--- src/rtl/wb_word2byte.sv ---
// Width adapter: one 32-bit Wishbone classic access becomes a run of 8-bit
// Wishbone cycles, one per selected byte lane, with a single returned ack.
module wb_word2byte #(
    parameter int ADR_WIDTH = 23,
    parameter int BYTES     = 4,
    localparam int LW       = $clog2(BYTES),
    localparam int SAW      = ADR_WIDTH - LW
) (
    input  logic                 clk_i,
    input  logic                 rst_ni,
    input  logic                 s_cyc_i,
    input  logic                 s_stb_i,
    input  logic [SAW-1:0]       s_adr_i,
    input  logic                 s_we_i,
    input  logic [BYTES-1:0]     s_sel_i,
    input  logic [8*BYTES-1:0]   s_dat_i,
    output logic                 s_ack_o,
    output logic                 s_err_o,
    output logic [8*BYTES-1:0]   s_dat_o,
    output logic                 m_cyc_o,
    output logic                 m_stb_o,
    output logic [ADR_WIDTH-1:0] m_adr_o,
    output logic                 m_we_o,
    output logic [7:0]           m_dat_o,
    input  logic                 m_ack_i,
    input  logic                 m_err_i,
    input  logic [7:0]           m_dat_i
);

    typedef enum logic [1:0] {IDLE = 2'd0, REQ = 2'd1, GAP = 2'd2, DONE = 2'd3} state_t;

    state_t               state_q, state_d;
    logic [SAW-1:0]       adr_q, adr_d;
    logic                 we_q, we_d;
    logic [BYTES-1:0]     sel_q, sel_d;
    logic [8*BYTES-1:0]   dat_q, dat_d;
    logic [LW-1:0]        lane_q, lane_d;
    logic [8*BYTES-1:0]   rdat_q, rdat_d;
    logic                 err_q, err_d;
    logic                 m_cyc_q, m_cyc_d;
    logic [ADR_WIDTH-1:0] m_adr_q, m_adr_d;
    logic                 m_we_q, m_we_d;
    logic [7:0]           m_dat_q, m_dat_d;
    logic                 s_ack_q, s_ack_d;
    logic                 s_err_q, s_err_d;
    logic [BYTES-1:0]     rem;

    function automatic logic [LW-1:0] lowest_lane(input logic [BYTES-1:0] v);
        lowest_lane = '0;
        for (int i = BYTES - 1; i >= 0; i--) begin
            if (v[i]) lowest_lane = LW'(i);
        end
    endfunction

    // Selected lanes strictly above the one currently being transferred.
    always_comb begin
        rem = '0;
        for (int i = 0; i < BYTES; i++) begin
            rem[i] = sel_q[i] && (i > int'(lane_q));
        end
    end

    // Slave side: a request is taken when s_cyc_i & s_stb_i are seen in IDLE and
    // is answered by exactly one s_ack_o/s_err_o pulse; dropping s_cyc_i aborts
    // silently. Master side: m_stb_o holds until m_ack_i or m_err_i is sampled.
    always_comb begin
        state_d = state_q;
        adr_d   = adr_q;
        we_d    = we_q;
        sel_d   = sel_q;
        dat_d   = dat_q;
        lane_d  = lane_q;
        rdat_d  = rdat_q;
        err_d   = err_q;
        m_adr_d = m_adr_q;
        m_we_d  = m_we_q;
        m_dat_d = m_dat_q;
        case (state_q)
            IDLE: begin
                if (s_cyc_i && s_stb_i) begin
                    adr_d  = s_adr_i;
                    we_d   = s_we_i;
                    sel_d  = s_sel_i;
                    dat_d  = s_dat_i;
                    rdat_d = '0;
                    err_d  = 1'b0;
                    if (s_sel_i != '0) begin
                        lane_d  = lowest_lane(s_sel_i);
                        state_d = REQ;
                    end else begin
                        state_d = DONE;
                    end
                end
            end
            REQ: begin
                // Abort outranks error, which outranks ack.
                if (!s_cyc_i) begin
                    state_d = IDLE;
                end else if (m_err_i) begin
                    err_d   = 1'b1;
                    state_d = DONE;
                end else if (m_ack_i) begin
                    if (!we_q) rdat_d[lane_q*8 +: 8] = m_dat_i;
                    state_d = (rem != '0) ? GAP : DONE;
                end
            end
            GAP: begin
                if (!s_cyc_i) begin
                    state_d = IDLE;
                end else begin
                    lane_d  = lowest_lane(rem);
                    state_d = REQ;
                end
            end
            default: state_d = IDLE;
        endcase

        m_cyc_d = (state_d == REQ);
        if (state_d == REQ) begin
            m_adr_d = {adr_d, lane_d};
            m_we_d  = we_d;
            m_dat_d = dat_d[lane_d*8 +: 8];
        end
        s_ack_d = (state_d == DONE) && !err_d;
        s_err_d = (state_d == DONE) && err_d;
    end

    always_ff @(posedge clk_i or negedge rst_ni) begin
        if (!rst_ni) begin
            state_q <= IDLE;
            adr_q   <= '0;
            we_q    <= 1'b0;
            sel_q   <= '0;
            dat_q   <= '0;
            lane_q  <= '0;
            rdat_q  <= '0;
            err_q   <= 1'b0;
            m_cyc_q <= 1'b0;
            m_adr_q <= '0;
            m_we_q  <= 1'b0;
            m_dat_q <= '0;
            s_ack_q <= 1'b0;
            s_err_q <= 1'b0;
        end else begin
            state_q <= state_d;
            adr_q   <= adr_d;
            we_q    <= we_d;
            sel_q   <= sel_d;
            dat_q   <= dat_d;
            lane_q  <= lane_d;
            rdat_q  <= rdat_d;
            err_q   <= err_d;
            m_cyc_q <= m_cyc_d;
            m_adr_q <= m_adr_d;
            m_we_q  <= m_we_d;
            m_dat_q <= m_dat_d;
            s_ack_q <= s_ack_d;
            s_err_q <= s_err_d;
        end
    end

    assign m_cyc_o = m_cyc_q;
    assign m_stb_o = m_cyc_q;
    assign m_adr_o = m_adr_q;
    assign m_we_o  = m_we_q;
    assign m_dat_o = m_dat_q;
    assign s_ack_o = s_ack_q;
    assign s_err_o = s_err_q;
    assign s_dat_o = rdat_q;

endmodule

--- config.mk ---
export PLATFORM = sky130hd
export DESIGN_NAME = wb_word2byte
export DESIGN_NICKNAME = d
export VERILOG_FILES = /design/src/rtl/wb_word2byte.sv
export SDC_FILE = /design/constraint.sdc
export NUM_CORES = 1
export LEC_CHECK = 0
export CAP_MARGIN = 20
export CORE_MARGIN = 1.5
export CORE_UTILIZATION = 49
export CTS_CLUSTER_SIZE = 10
export DETAILED_ROUTE_END_ITERATION = 16
export HOLD_SLACK_MARGIN = 0.06
export PLACE_DENSITY = 0.8
export SLEW_MARGIN = 20
export SYNTH_ARGS = -nofsm -noshare
export SYNTH_HDL_FRONTEND = slang
export SYNTH_SLANG_ARGS = --single-unit
export TNS_END_PERCENT = 100
--- constraint.sdc ---
create_clock -name clk_i -period 3.29 [get_ports clk_i]
set_input_delay 0.4935 -clock clk_i [delete_from_list [all_inputs] [get_ports clk_i]]
set_output_delay 0.4935 -clock clk_i [all_outputs]
set_load 0.05 [all_outputs]
==> metrics.md <==
| Metric | Value |
|---|---|
| Worst-Margin Slew | 0.9427 ns |
| Starting Density | 50.09% |
| Cell family with most CP delay | compound AO/OA/AOI/OAI gates |
| Syn Area/Cell | 12.51 um^2 |
| Wire per inst | 17.90 um |
| Crit path kind | register to register |
| Finished Layout Cells | 726 |
| Core footprint | 10840 um^2 |
| Worst r2r path cells | 7 |
| Unrepaired setup endpoints after global routing | no |
| Cts bufs inserted | 17 |
| Buffers added on ports | 139 |
| Final net count | 653 |
| Clock share of power | 29.8% |
| Die H | 108.3 um |
| Total length of routed wires | 13.00 mm |
| Power share of the combinational group | 34.0% |
| Sequential Area | 3228 um^2 |
| Layout fillers | 800 |
| Final Hold Fails | 0 |
| Post-layout util | 69.61% |
| DP Cell Count | 695 |
| Status | finished, final reports clean |
| Worst EP arrival | 3.36 ns |
| Layout cell share with drive strength beyond 1 | 17.92% |
| Post-CTS Resized | 0 |
| Syn Nets | 512 |
| Post-synth cell types | 47 |
| Hold slack | 0.4795 ns |
| Crit. End Element | register |
| P_sw | 0.002076 W |
| Multi-input gate area | 2007 um^2 |
| Worst min path class | register to register |
| Final Cycle Share | 88.71% |
| Hold path depth | 2 |
| Sequential power share | 36.2% |
| Met3 Usage GRT | 6.872% |
| Gr busiest metal | met2 |
| Global-route usage over all layers | 23.67% |
| IO Pins | 140 |
| Die footprint | 11720 um^2 |
| CTS sink count | 129 |
| Met1 Usage GRT | 29.56% |
| Synthesized cell area | 5430 um^2 |
| Critical path's slowest cell | o2111ai_1 |
| Bufs and invs on worst path | 1 |
| Synth area leader | dfrtp_1 |
| RD Place Congestion | 0.8388 |
| DRT iter0 DRCs | 230 |
| Relative slew slack | 37.09% |
| Final Setup Violations | 0 |
| Internal power | 0.003925 W |
| Synth warn | 0 |
| Vias in the first global route | 4260 |
| Drt pass-1 iters | 6 |
| Vias per inst | 5.562 |
| Area contributors post-synth | dfrtp_1 59%, mux2_2 13%, nand2_1 3.7% |
| CTS clk-pin slew, worst paths | 0.06 ns |
| Initial antenna violation count | 0 |
| Root buf cell | clkbuf_8 |
| Area share of the largest cell type after synthesis | 59.45% |
| Mapped Cells | 434 |
| Pin count of the biggest net entering global routing | 85 |
| Overflow left after global routing | 0 |
| Clk buf depth | 2 |
| Most frequent cells in the layout | 138 x clkdlybuf4s50_1, 129 x dfrtp_1, 64 x mux2_2 |
| Worst Clk Skew | 0.008277 ns |
| Worst setup SP type | register |
| Die X | 108.3 um |
| Total of max-cap violations | 0 |
| Data required, critical path | 3.74 ns |
| First-pass GRT wire length | 20.96 mm |
| Commonest non-fill, non-tap cell in the layout | clkdlybuf4s50_1 |
| Post-DP HPWL | 8.712 mm |
| Clock Latency Late Sink | 0.51 ns |
| DRC | 0 |
| Pwr Density | 795.3 nW/um^2 |
| Worst-path fanout max | 9 |
| ANT nets after route | 0 |
| CP Depth | 7 |
| Synth-to-layout area growth | 38.96% |
| TNS Setup | 0 ns |
| TritonCTS clock tree | yes |
| Total number of vias | 4038 |
| Worst vdd rail ir drop | 0.5757 mV |
| Crit-path cells | inv_1 -> ha_1 -> or3b_2 -> a221oi_1 -> o2111ai_1 -> a211oi_1 -> a211o_1 |
| Row count | 38 |
| Max Fclk | 342.7 MHz |
| Final min period | 2.918 ns |
| Antenna cells | 0 |
| # H-tree levels | 4 |
| Slew Limit Fails | 0 |
| Critical Path Max Stage Delay | 0.53 ns |
| Post-CTS Setup Bufs | 0 |
| Leak | 3.216 nW |
| GRT met2 Usage | 39.24% |
| Yosys reg bits | 129 |
| Switching Fraction | 34.60% |
| Post-synthesis sequential area ratio | 59.45% |
cells in the mapped netlist, drive strengths merged:
| cell | count |
|---|---|
| a2111oi | 8 |
| a211o | 8 |
| a211oi | 8 |
| a221o | 1 |
| a221oi | 1 |
| a222oi | 1 |
| a22o | 8 |
| a2bb2oi | 1 |
| a311o | 1 |
| a311oi | 1 |
| a31oi | 16 |
| a32o | 1 |
| and2 | 1 |
| and3 | 2 |
| and3b | 1 |
| and4 | 2 |
| and4b | 1 |
| buf | 17 |
| clkbuf | 9 |
| dfrtp | 129 |
| ha | 6 |
| inv | 22 |
| mux2 | 64 |
| mux2i | 16 |
| nand2 | 53 |
| nand2b | 2 |
| nand3 | 1 |
| nor2 | 5 |
| nor2b | 5 |
| nor3 | 1 |
| nor3b | 1 |
| nor4b | 1 |
| nor4bb | 1 |
| o2111ai | 2 |
| o211ai | 1 |
| o21a | 1 |
| o21ai | 30 |
| o22ai | 1 |
| o32ai | 1 |
| or2 | 1 |
| or3b | 1 |
| or4 | 1 |
cell families (layout without fill, tap and decap cells):
logic type | after synthesis | after routing | synth area share, %
DFF | 129 | 129 | 59.45
muxes | 80 | 80 | 16.22
and+or+nand+nor | 80 | 80 | 6.982
adders and majority gates | 6 | 6 | 1.382
AOI/OAI and AO/OA | 91 | 91 | 12.05
buffers and inverters | 48 | 200 | 3.917
per-layer routing:
metal,up-vias,share of wire (%)
li1,1845,-
met1,1978,41
met2,196,50
met3,19,7.2
met4,0,1.5
met5,-,0
what timing repair did:
item                       in CTS  in global routing
setup endpoints to repair       0                  0
hold buffers                    1                  0
hold endpoints to repair       45                  0
registers in the layout, indices dropped and copies added (netlist names):
register,cells
s_dat_o,32
state_q,2
s_err_o,1
m_dat_o,8
s_ack_o,1
m_we_o,1
sel_q,3
err_q,1
we_q,1
lane_q,2
m_adr_o,23
adr_q,21
m_cyc_o,1
dat_q,32
path summary, 6_finish.rpt:
kind                                          from                      end  slack, ns
max reg2reg                    lane_q[0]$_DFF_PN0_   m_dat_o[4]$_DFFE_PN0N_       0.37
min                        s_dat_o[24]$_DFFE_PN0P_  s_dat_o[24]$_DFFE_PN0P_       0.48
max in group asynchronous                   rst_ni  s_dat_o[17]$_DFFE_PN0P_       1.89
max                            lane_q[0]$_DFF_PN0_   m_dat_o[4]$_DFFE_PN0N_       0.37
min in group asynchronous                   rst_ni  m_adr_o[11]$_DFFE_PN0N_       0.54
min reg2reg                s_dat_o[24]$_DFFE_PN0P_  s_dat_o[24]$_DFFE_PN0P_       0.48
stage by stage:
step	area, um^2	setup WS, ns	power, W
after floorplan	5430	0.9591	0.003498
after global placement	6979	0.3989	0.004164
after detailed placement	6979	0.3291	0.004226
after CTS	7546	0.3944	0.006041
after global routing	7546	0.1495	0.006279
final	7546	0.3716	0.006001
area by class of cell:
class / instances / share of cell area (%)
clock buffers: 23 / 5.919
clock inverters: 7 / 1.459
inverters: 22 / 1.094
multi-input cells: 257 / 26.60
flip-flops and latches: 129 / 42.78
well taps: 140 / 2.321
repair buffers: 148 / 19.83
power groups by stage:
stage | clock [W] | combinational, W | sequential, W
2_1_floorplan | 0 | 0.000653 | 0.00285
5_1_grt | 0.00191 | 0.00216 | 0.00221
3_3_place_gp | 0 | 0.00199 | 0.00217
3_5_place_dp | 0 | 0.00204 | 0.00219
4_1_cts | 0.00181 | 0.00206 | 0.00217
6_report | 0.00179 | 0.00204 | 0.00217
worst min-delay path: cells and delay by family (launching register included):
family,cells,cell delay [ns]
flip-flops,1,0.34
AND/OR/NAND/NOR,1,0.05
AO/OA/AOI/OAI,1,0.06
No activity file was read; power rests on OpenSTA's default activity.
